$ cat src/rtl/uart_pkg.sv
// Definitions shared by the UART transmitter and receiver.
// UART_TX_PARITY_EN adds the transmitter PARITY state.
package uart_pkg;

  localparam int unsigned OS_TICKS = 16;

  typedef enum logic [2:0] {
    TX_IDLE   = 3'd0,
    TX_START  = 3'd1,
    TX_DATA   = 3'd2,
`ifdef UART_TX_PARITY_EN
    TX_PARITY = 3'd3,
`endif
    TX_STOP   = 3'd4
  } uart_tx_state_t;

endpackage

$ cat src/rtl/tx_tick_counter.sv
// 6-bit baud-tick counter with synchronous clear and tick enable.
// Clear has priority over the tick; tc_o compares the current count.
module tx_tick_counter (
  input  logic       clk,
  input  logic       rst_n,
  input  logic       clr_i,
  input  logic       tick_i,
  input  logic [5:0] tc_val_i,
  output logic       tc_o
);

  logic [5:0] cnt_q, cnt_d;

  always_comb begin
    cnt_d = cnt_q;
    if (clr_i) begin
      cnt_d = '0;
    end else if (tick_i) begin
      cnt_d = cnt_q + 6'd1;
    end
  end

  always_ff @(posedge clk or negedge rst_n) begin
    if (!rst_n) begin
      cnt_q <= '0;
    end else begin
      cnt_q <= cnt_d;
    end
  end

  assign tc_o = (cnt_q == tc_val_i);

endmodule

$ cat src/rtl/uart_tx.sv
// UART transmitter: start bit, D_BIT data bits LSB first, stop of SB_TICK ticks.
// Define UART_TX_PARITY_EN to insert an even-parity bit before the stop bit.
module uart_tx
  import uart_pkg::*;
#(
  parameter int unsigned D_BIT   = 8,
  parameter int unsigned SB_TICK = 16
) (
  input  logic             clk,
  input  logic             rst,
  input  logic             s_tick,
  input  logic             tx_start,
  input  logic [D_BIT-1:0] din,
  output logic             tx,
  output logic             tx_busy,
  output logic             tx_done_tick
);

  localparam int unsigned NW      = (D_BIT > 1) ? $clog2(D_BIT) : 1;
  localparam logic [NW-1:0] N_LAST = NW'(D_BIT - 1);
  localparam logic [5:0]    BIT_TC  = 6'(OS_TICKS - 1);
  localparam logic [5:0]    STOP_TC = 6'(SB_TICK - 1);

  uart_tx_state_t   state_q, state_d;
  logic [NW-1:0]    n_q, n_d;
  logic [D_BIT-1:0] b_q, b_d;
  logic             tx_q, tx_d;
  logic             done_q, done_d;
  logic             cnt_clr, cnt_en, cnt_tc;
  logic [5:0]       tc_val;
`ifdef UART_TX_PARITY_EN
  logic             par_q, par_d;
`endif

  assign tc_val = (state_q == TX_STOP) ? STOP_TC : BIT_TC;

  tx_tick_counter u_tick_cnt (
    .clk      (clk),
    .rst_n    (rst),
    .clr_i    (cnt_clr),
    .tick_i   (cnt_en),
    .tc_val_i (tc_val),
    .tc_o     (cnt_tc)
  );

  always_comb begin
    state_d = state_q;
    n_d     = n_q;
    b_d     = b_q;
    tx_d    = tx_q;
    done_d  = 1'b0;
    cnt_clr = 1'b0;
    cnt_en  = 1'b0;
`ifdef UART_TX_PARITY_EN
    par_d   = par_q;
`endif
    case (state_q)
      TX_IDLE: begin
        tx_d = 1'b1;
        // A tick coinciding with the start strobe is dropped by the clear.
        if (tx_start) begin
          b_d     = din;
          cnt_clr = 1'b1;
          state_d = TX_START;
`ifdef UART_TX_PARITY_EN
          par_d   = ^din;
`endif
        end
      end
      TX_START: begin
        tx_d = 1'b0;
        if (s_tick) begin
          if (cnt_tc) begin
            cnt_clr = 1'b1;
            n_d     = '0;
            state_d = TX_DATA;
          end else begin
            cnt_en = 1'b1;
          end
        end
      end
      TX_DATA: begin
        tx_d = b_q[0];
        if (s_tick) begin
          if (cnt_tc) begin
            cnt_clr = 1'b1;
            b_d     = b_q >> 1;
            if (n_q == N_LAST) begin
`ifdef UART_TX_PARITY_EN
              state_d = TX_PARITY;
`else
              state_d = TX_STOP;
`endif
            end else begin
              n_d = n_q + 1'b1;
            end
          end else begin
            cnt_en = 1'b1;
          end
        end
      end
`ifdef UART_TX_PARITY_EN
      TX_PARITY: begin
        tx_d = par_q;
        if (s_tick) begin
          if (cnt_tc) begin
            cnt_clr = 1'b1;
            state_d = TX_STOP;
          end else begin
            cnt_en = 1'b1;
          end
        end
      end
`endif
      TX_STOP: begin
        tx_d = 1'b1;
        if (s_tick) begin
          if (cnt_tc) begin
            cnt_clr = 1'b1;
            done_d  = 1'b1;
            state_d = TX_IDLE;
          end else begin
            cnt_en = 1'b1;
          end
        end
      end
      default: begin
        tx_d    = 1'b1;
        state_d = TX_IDLE;
      end
    endcase
  end

  always_ff @(posedge clk or negedge rst) begin
    if (!rst) begin
      state_q <= TX_IDLE;
      n_q     <= '0;
      b_q     <= '0;
      tx_q    <= 1'b1;
      done_q  <= 1'b0;
`ifdef UART_TX_PARITY_EN
      par_q   <= 1'b0;
`endif
    end else begin
      state_q <= state_d;
      n_q     <= n_d;
      b_q     <= b_d;
      tx_q    <= tx_d;
      done_q  <= done_d;
`ifdef UART_TX_PARITY_EN
      par_q   <= par_d;
`endif
    end
  end

  assign tx           = tx_q;
  assign tx_busy      = (state_q != TX_IDLE);
  assign tx_done_tick = done_q;

endmodule

$ cat config.mk
export PLATFORM = sky130hd
export DESIGN_NAME = uart_tx
export DESIGN_NICKNAME = d
export VERILOG_FILES = /design/src/rtl/uart_pkg.sv /design/src/rtl/tx_tick_counter.sv /design/src/rtl/uart_tx.sv
export SDC_FILE = /design/constraint.sdc
export NUM_CORES = 1
export LEC_CHECK = 0
export ABC_AREA = 1
export CAP_MARGIN = 10
export CELL_PAD_IN_SITES_DETAIL_PLACEMENT = 0
export CELL_PAD_IN_SITES_GLOBAL_PLACEMENT = 2
export CORE_ASPECT_RATIO = 2
export CORE_MARGIN = 4
export CORE_UTILIZATION = 25
export DETAILED_ROUTE_END_ITERATION = 12
export GPL_ROUTABILITY_DRIVEN = 1
export GPL_TIMING_DRIVEN = 0
export PLACE_DENSITY_LB_ADDON = 0.1
export RECOVER_POWER = 50
export SYNTH_ARGS = -nofsm -noshare
export SYNTH_HDL_FRONTEND = slang
export SYNTH_HIERARCHICAL = 1
export SYNTH_SLANG_ARGS = --single-unit
$ cat constraint.sdc
create_clock -name clk -period 2.7 [get_ports clk]
set_input_delay 0.54 -clock clk [delete_from_list [all_inputs] [get_ports clk]]
set_output_delay 0.54 -clock clk [all_outputs]
set_load 0.005 [all_outputs]
==> metrics, run 1 <==
routed wl met2=1760 um; Initial Utilization=25.7%; cells along the critical path=inv_1, nand2_1, nand2_1, a21oi_1, nand2_1, nor2_1, nand2_1, inv_1, nand2_1, o21ai_0, inv_1, nand4_1, o21ai_0; core area=5090 sq um; Post-CTS Setup Bufs=0; Max Cap Viol=0; Net Sw Power=0.000583 W; Remaining DRCs=0; worst path required time=2.85 ns; Synth Register Bits=22; top-count cell post-synth=nand2_1; Area contributors post-synth=dfrtp_1 40%, nand2_1 15%, o21ai_0 8.4%; CP endpoint kind=flip-flop; clock latency on the worst-skew pair=0.27 ns; PwrDens=866 nW/um^2; Antenna Cells=0; Clk pwr share=17.6%; Detail Route Antenna Nets=0; Die Ht=110 um; ys async rst share=100%; Top Layer Used=met4; Max Slew Vio Count=0; synth cell count leaders=52 x nand2_1, 24 x inv_1, 22 x o21ai_0; Worst Reg-to-Reg Cells=13; CTS tree=built; Pint=0.000804 W; H-tree lvl count=1; combinational power share=46.2%; Worst-path clk slew=0.08 ns; IO Port Bufs=14; via/cell ratio=4.45; Worst R2R Start=u_tick_cnt/cnt_q[0]; Leak=0.825 nW; hold endpoint=n_q[2]; minimum clock period=2.11 ns; hold wc startpoint=n_q[2]; total track usage=11.0%; Buf/Inv on CP=3; WL per Instance=12.3 um; clock buffer depth=2; slowest library cell on the worst path=dfrtp_1; Hold Crit Class=flip-flop to flip-flop; metal1 wirelength=1170 um; Top Ports=15; setup TNS=0 ns; grt total ovfl=0; gpl congestion=0.768; Max Clock Skew=0.00200 ns; nets@finish=214; vias in the first global route=1180; fraction of layout cells with a size suffix above 1=9.60%; period utilization=78.2%; CTS Hold Bufs=0; clock sinks=22; top_reg_cell synth=dfrtp_1; post-synth cell types=26; number of buffers created by CTS=3; EDFF count, synth=0; met3 WL post-DR=89 um; syn avg cell area=7.60 sq um; r2r endpoint=u_tick_cnt/cnt_q[4]; Cell Area, Synth=1310 sq um; Detailed Routing Iterations Pass 1=4; Synth area leader=dfrtp_1; Sw Ratio=42.0%; status=finished clean; Startpoint Class=flip-flop; Crit Path Max Fanout=6; share of power burned in registers=36.2%; instance count of the mapped netlist=172; Hold Path Depth=2; worst stage delay on the critical path=0.45 ns; drt initial violations=24; Max IR drop VDD=0.000398 V; die area=6520 sq um; YS warnings=6; Seq/Total Area, Yosys=42.2%; Achievable Freq=0.474 GHz; HPWL Detailed=2500 um; post-synth top area share=40.2%; CP Data Arrival Time=2.26 ns; largest net degree at the start of global routing=23; flop2flop setup slack=0.59 ns; Synth-to-Final Area Change=22.4%; Crit Path Class=flip-flop to flip-flop; Worst Tran Pin Value=1.09 ns; clk root buf=clkbuf_8; pre-CTS setup slack=0.557 ns; CP delay by family, top=simple AND/OR/NAND/NOR gates; Filler Cell Count=569; site row count=37; initial antenna violation count=0; most frequent CP cell=nand2_1; DR vias=1139; RSZ-0062 raised after global routing=no; PostCTS Resize Cnt=0; final setup fails=0; Die X-Extent=59.1 um; Final WS setup=0.590 ns; Final Hold Viols=0; global-route wire length before repair=5310 um; relative slew slack=27.2%; Routed WL=3140 um
## cells by family after synthesis
logic type	Yosys count	synth area share [%]
DFF	22	42.2
buffers and inverters	29	9.76
adders and majority gates	3	2.87
and+or+nand+nor	88	32.9
other	2	0.574
AOI/OAI and AO/OA	26	10.3
xor gates and xnor gates	2	1.34
## cells in the final DEF, fill, tap and decap left out, drive strengths merged
cell type       n
nor3            1
xor2            2
ha              3
nor3b           1
clkbuf          4
a21oi           2
inv            26
o21ai          23
dfstp           1
nand4           6
nor2            9
buf             3
dfrtp          21
nand3          11
o22ai           1
or2             4
nand3b          3
nand2          53
clkdlybuf4s50  12
conb           10
dlygate4sd3     2
## worst reg2reg max path, stage by stage (launching register included)
cell	delay (ns)
dfrtp_1	0.45
inv_1	0.10
nand2_1	0.06
nand2_1	0.04
a21oi_1	0.12
nand2_1	0.09
nor2_1	0.18
nand2_1	0.13
inv_1	0.12
nand2_1	0.06
o21ai_0	0.20
inv_1	0.22
nand4_1	0.14
o21ai_0	0.08
## layer usage
metal	track usage, %	vias up
met4	6.48	0
met5	0	-
met3	1.40	8
met2	21.0	22
li1	-	588
met1	10.6	521
## power groups by stage
stage                     registers [W]  logic (W)  clock network, W
after global routing           0.000517   0.000731          0.000272
final                          0.000502   0.000640          0.000244
after CTS                      0.000504   0.000660          0.000257
after detailed placement       0.000511   0.000657                 0
after floorplan                0.000494   0.000469                 0
after global placement         0.000507   0.000653                 0
## area by class of cell
class / count / area, sq um / area share, %
Multi-Input combinational cell: 129 / 653 / 40.8
Buffer: 3 / 30.0 / 1.88
Clock buffer: 4 / 55.1 / 3.44
Tap cell: 58 / 72.6 / 4.53
Inverter: 26 / 97.6 / 6.10
Sequential cell: 22 / 552 / 34.5
Timing Repair Buffer: 14 / 140 / 8.76
## registers in the layout, indices dropped and copies added, names as in the netlist
register          cells
u_tick_cnt/cnt_q      6
tx_done_tick          1
n_q                   3
state_q               3
tx                    1
b_q                   8
## how the worst max path moves through the flow
stage	slack, ns	start	end	cells after the start
after global routing	0.19	u_tick_cnt/cnt_q[0]	u_tick_cnt/cnt_q[2]	14
final	0.59	u_tick_cnt/cnt_q[0]	u_tick_cnt/cnt_q[4]	13
after CTS	0.58	u_tick_cnt/cnt_q[0]	u_tick_cnt/cnt_q[4]	13
after floorplan	0.97	u_tick_cnt/cnt_q[4]	u_tick_cnt/cnt_q[2]	12
after detailed placement	0.56	s_tick	u_tick_cnt/cnt_q[2]	9
after global placement	0.54	s_tick	u_tick_cnt/cnt_q[2]	9
## through the flow
step,instance area (sq um),utilization [%],hold WS [ns],total power (W),std cells
2_1_floorplan,1340,-,0.244,0.000963,180
4_1_cts,1610,31.5,0.504,0.00142,256
6_report,1600,31.4,0.499,0.00139,256
3_3_place_gp,1550,30.4,0.473,0.00116,252
5_1_grt,1600,31.4,0.539,0.00152,256
3_5_place_dp,1550,30.4,0.483,0.00117,252
(Power assumes the default switching activity.)
==> run 2, diff against run 1 <==
==> constraint.sdc (replaced) <==
create_clock -name clk -period 1.91 [get_ports clk]
set_input_delay 0.382 -clock clk [delete_from_list [all_inputs] [get_ports clk]]
set_output_delay 0.382 -clock clk [all_outputs]
set_load 0.005 [all_outputs]
==> run 2 against run 1 <==
Final cell count up 2.7%. Worst setup slack worse by 0.51 ns. Die area unchanged. Global-route usage about the same. Clock skew down 0.0015 ns. Sequential share of layout area down 1.8 points. Critical endpoint is now tx_busy.
==> metrics, run 2 (synthesis gave the netlist of run 1 again) <==
Worst R2R Start=u_tick_cnt/cnt_q[2]; CTS tree=built; Detailed Routing Iterations Pass 1=4; Max Cap Viol=0; most frequent cells in the layout=49 x nand2_1, 21 x o21ai_0, 20 x inv_1, 18 x dfrtp_1, 13 x clkdlybuf4s50_1; flop2flop setup slack=0.14 ns; CP Data Arrival Time=1.45 ns; pre-CTS setup slack=-0.184 ns; Worst Reg-to-Reg Cells=13; Leak=0.857 nW; core area=5090 sq um; nets@finish=221; Final WS setup=0.0749 ns; via/cell ratio=4.45; Top Registers=b_q (8), u_tick_cnt/cnt_q (6); area of the multi-input gates=696 sq um; Achievable Freq=0.545 GHz; Synth-to-Final Area Change=30.0%; CP endpoint kind=primary output; final setup fails=0; max reg flops=8; gpl congestion=0.768; clock latency on the worst-skew pair=0.27 ns; global-route wire length before repair=5290 um; Worst Tran Pin Value=1.07 ns; WL per Instance=12.3 um; status=finished clean; Critical Path Start=state_q[2]; Hold Crit Class=flip-flop to flip-flop; drt initial violations=19; fraction of layout cells with a size suffix above 1=20.5%; IO Port Bufs=14; Top reg by flops=b_q; Max Clock Skew=0.000528 ns; Final Hold Viols=0; Startpoint Class=flip-flop; number of buffers created by CTS=3; Top Ports=15; worst path required time=1.53 ns; H-tree lvl count=1; Antenna Cells=0; setup TNS=0 ns; Routed WL=3250 um; clk root buf=clkbuf_8; clock sinks=22; HPWL Detailed=2500 um; Remaining DRCs=0; Initial Utilization=25.7%; largest net degree at the start of global routing=23; vias in the first global route=1180; r2r endpoint=u_tick_cnt/cnt_q[2]; DR vias=1170; die area=6520 sq um; period utilization=96.1%; grt total ovfl=0; Filler Cell Count=563; critical path endpoint=tx_busy; PwrDens=1240 nW/um^2; Crit Path Class=flip-flop to primary output; initial antenna violation count=0; Die X-Extent=59.1 um; register area=556 sq um; Crit Path Max Fanout=4; Max IR drop VDD=0.000570 V; Detail Route Antenna Nets=0; relative slew slack=28.3%; total track usage=10.9%; Tot Pwr=0.00211 W; commonest non-fill, non-tap cell in the layout=nand2_1; Die Ht=110 um; CTS Hold Bufs=0; clock buffer depth=2; Max Slew Vio Count=0; minimum clock period=1.84 ns; Worst-path clk slew=0.08 ns; site row count=37
run 2: cell count changes in the layout (fill, tap and decap cells not counted), sizes merged:
cell / delta
buf: +7
clkdlybuf4s50: +1
dlygate4sd3: -1
run 2: stage by stage:
stage,instances,instance area (sq um),utilization [%],hold slack (ns)
finish,263,1700,33.4,0.500
global placement,252,1550,30.4,0.473
floorplan,180,1340,-,0.0864
global route,263,1700,33.4,0.539
CTS,256,1610,31.6,0.504
detailed placement,252,1550,30.4,0.483
run 2: worst max-delay path, stage by stage (launching register included):
cell	delay (ns)
dfrtp_2	0.45
nor2_4	0.18
nand2_2	0.11
clkdlybuf4s50_1	0.46
run 2: layout make-up:
| class | count | share of cell area (%) |
|---|---|---|
| inverter | 26 | 5.74 |
| buffer | 3 | 1.77 |
| tap | 58 | 4.27 |
| clock buffer | 4 | 3.24 |
| multi-input combinational | 129 | 40.9 |
| timing repair buffer | 21 | 11.3 |
| sequential | 22 | 32.7 |
run 2: layer usage:
layer | GRT usage [%] | part of all wire, % | vias up
li1 | - | - | 602
met2 | 21.0 | 56 | 18
met4 | 6.48 | 3.8 | 0
met3 | 1.40 | 2.6 | 8
met1 | 10.5 | 37 | 542
met5 | 0 | 0 | -
run 2: what timing repair did:
item | CTS | global route
resized for setup | 3 | 14
setup buffers | 0 | 7
pin swaps | 0 | 5
setup endpoints to repair | 6 | 7
run 2: report_power, final:
part	switching, W	internal (W)	total [W]
Clock	0.000165	0.000184	0.000349
Combinational	0.000627	0.000421	0.00105
Sequential	0.0000856	0.000622	0.000708
run 2: worst min path at each step:
stage,endpoint,cells past startpoint,start,slack (ns)
after global placement,n_q[1],2,n_q[1],0.47
after global routing,b_q[7],2,b_q[7],0.54
after CTS,n_q[1],2,n_q[1],0.50
after detailed placement,n_q[1],2,n_q[1],0.48
final,n_q[2],2,n_q[2],0.50
after floorplan,b_q[0],0,rst,0.09
==> run 3, diff against run 2 <==
--- a/config.mk
+++ b/config.mk
@@ -11,7 +11,7 @@
 export CELL_PAD_IN_SITES_GLOBAL_PLACEMENT = 2
 export CORE_ASPECT_RATIO = 2
 export CORE_MARGIN = 4
-export CORE_UTILIZATION = 25
+export CORE_UTILIZATION = 29
 export DETAILED_ROUTE_END_ITERATION = 12
 export GPL_ROUTABILITY_DRIVEN = 1
 export GPL_TIMING_DRIVEN = 0
==> run 3 against run 2 <==
Die area shrank 12%. Via count shrank 2.4%. Critical path depth is the same. First-iteration DRC count shrank 21%. Sequential share of layout area grew 0.64 points. Clock-buffer cell count is the same. Maximum frequency shrank 1.3%. Design area shrank 1.7%. Core utilization grew 5.1 points. Critical endpoint unchanged.
==> metrics, run 3 (synthesis gave the netlist of run 1 again) <==
status=finished clean; fraction of layout cells with a size suffix above 1=19.3%; flop2flop setup slack=0.13 ns; met3 usage=1.75%; GR Util met1=9.74%; Clk pwr share=16.7%; Fin Hold WS=0.499 ns; Hold Crit Class=flip-flop to flip-flop; Top Registers=b_q (8), u_tick_cnt/cnt_q (6); slowest library cell on the worst path=clkdlybuf4s50_1; number of buffers created by CTS=3; total track usage=11.8%; GRT busiest layer=met2; Worst R2R Start=state_q[2]; site row count=34; Leak=0.838 nW; global-route wire length before repair=5180 um; commonest non-fill, non-tap cell in the layout=nand2_1; most frequent cells in the layout=49 x nand2_1, 21 x o21ai_0, 20 x inv_1, 17 x dfrtp_1, 13 x clkdlybuf4s50_1; Top Ports=15; final setup fails=0; share of power burned in registers=34.3%; Max Cap Viol=0; Achievable Freq=0.538 GHz; Max Slew Vio Count=0; pre-CTS setup slack=-0.213 ns; hold wc startpoint=n_q[1]; hold endpoint=n_q[1]; Crit Path Max Fanout=5; r2r endpoint=u_tick_cnt/cnt_q[5]; minimum clock period=1.86 ns; Final Hold Viols=0; drt initial violations=15; placed cell count=248; via/cell ratio=4.46; Top reg by flops=b_q; Final WS setup=0.0502 ns; Non-Filler Instances=256; Worst-path clk slew=0.08 ns; Synth-to-Final Area Change=27.8%; CP Data Arrival Time=1.48 ns; clock sinks=22; CTS Hold Bufs=0; initial antenna violation count=0; clock buffer depth=2; PwrDens=1230 nW/um^2; RSZ-0062 raised after global routing=yes; cells along the critical path=nor2_4, nand2_2, clkdlybuf4s50_1; Max Clock Skew=0.00499 ns; core area=4340 sq um; Die Ht=103 um; WL per Instance=11.7 um; Antenna Cells=0; Final Core Density=38.5%; Worst path depth=3; worst stage delay on the critical path=0.46 ns; Initial Utilization=30.1%; Worst Reg-to-Reg Cells=11; Crit Path Class=flip-flop to primary output; Detailed Routing Iterations Pass 1=3; Buf/Inv on CP=1; die area=5710 sq um; CTS tree=built; DR vias=1142; CP endpoint kind=primary output; Filler Cell Count=504; Detail Route Antenna Nets=0; Routed WL=2990 um; Pint=0.00120 W; grt met2 use=25.9%; period utilization=97.4%; Die X-Extent=55.5 um; Remaining DRCs=0; Max IR drop VDD=0.000586 V; relative slew slack=29.4%; CP delay by family, top=buffers and inverters; Net Sw Power=0.000851 W; vias in the first global route=1172; worst path required time=1.53 ns; clock latency on the worst-skew pair=0.27 ns; cell area after layout=1670 sq um; combinational power share=48.9%; H-tree lvl count=1; Startpoint Class=flip-flop; gpl congestion=0.705; placed cell area=1550 sq um; nets@finish=218; grt total ovfl=0; Worst Tran Pin Value=1.06 ns; clk root buf=clkbuf_8; max reg flops=8; largest net degree at the start of global routing=23; HPWL Detailed=2440 um; IO Port Bufs=14; Hold Path Depth=2; Sw Ratio=41.5%
## run 3: final cells by class
class                   count  area [sq um]  share of cell area, %
flip-flops and latches     22           557                   33.3
repair buffers             18           170                   10.2
well taps                  54          67.6                   4.04
plain buffers               3          33.8                   2.02
multi-input cells         129           689                   41.3
clock buffers               4          55.1                   3.30
inverters                  26          97.6                   5.84
## run 3: layer usage
| metal | part of all wire, % | wire length [um] | vias up |
|---|---|---|---|
| met2 | 60 | 1790 | 15 |
| li1 | - | - | 597 |
| met5 | 0 | 0 | - |
| met1 | 35 | 1050 | 525 |
| met4 | 1.8 | 54 | 0 |
| met3 | 3.2 | 95 | 5 |
## run 3: power groups by stage
stage | clock (W) | combinational [W] | sequential, W
3_5_place_dp | 0 | 0.000926 | 0.000720
4_1_cts | 0.000358 | 0.000959 | 0.000701
5_1_grt | 0.000382 | 0.00114 | 0.000726
3_3_place_gp | 0 | 0.000916 | 0.000716
2_1_floorplan | 0 | 0.000663 | 0.000698
6_report | 0.000343 | 0.00100 | 0.000704
## run 3: how the worst max path moves through the flow
stage	startpoint	end	slack [ns]
final	state_q[2]	tx_busy	0.05
after global routing	u_tick_cnt/cnt_q[4]	u_tick_cnt/cnt_q[2]	-0.009
after CTS	state_q[2]	tx_busy	-0.001
after detailed placement	u_tick_cnt/cnt_q[0]	u_tick_cnt/cnt_q[3]	-0.21
after global placement	u_tick_cnt/cnt_q[0]	u_tick_cnt/cnt_q[3]	-0.21
after floorplan	u_tick_cnt/cnt_q[4]	u_tick_cnt/cnt_q[2]	0.18
## run 3: worst reg2reg max path, stage by stage, from the launching register on
cell,delay (ns)
dfrtp_2,0.45
nor2_4,0.19
nand2_2,0.18
nand3_1,0.20
nand3b_1,0.09
inv_1,0.18
nor2_4,0.09
nor2_4,0.10
nand3_2,0.06
nand2_1,0.06
inv_1,0.03
nor2_1,0.08
## run 3: stage by stage
| stage | total power [W] | TNS (ns) |
|---|---|---|
| detailed placement | 0.00165 | -1.00 |
| CTS | 0.00202 | -0.00142 |
| finish | 0.00205 | 0 |
| global route | 0.00225 | -0.0115 |
| floorplan | 0.00136 | 0 |
| global placement | 0.00163 | -1.01 |
## run 3: timing repair
item	CTS	global route
gates resized for setup	3	15
pin swaps	0	5
endpoints found under the setup margin	6	6
cloned	0	0
setup buffers	1	3
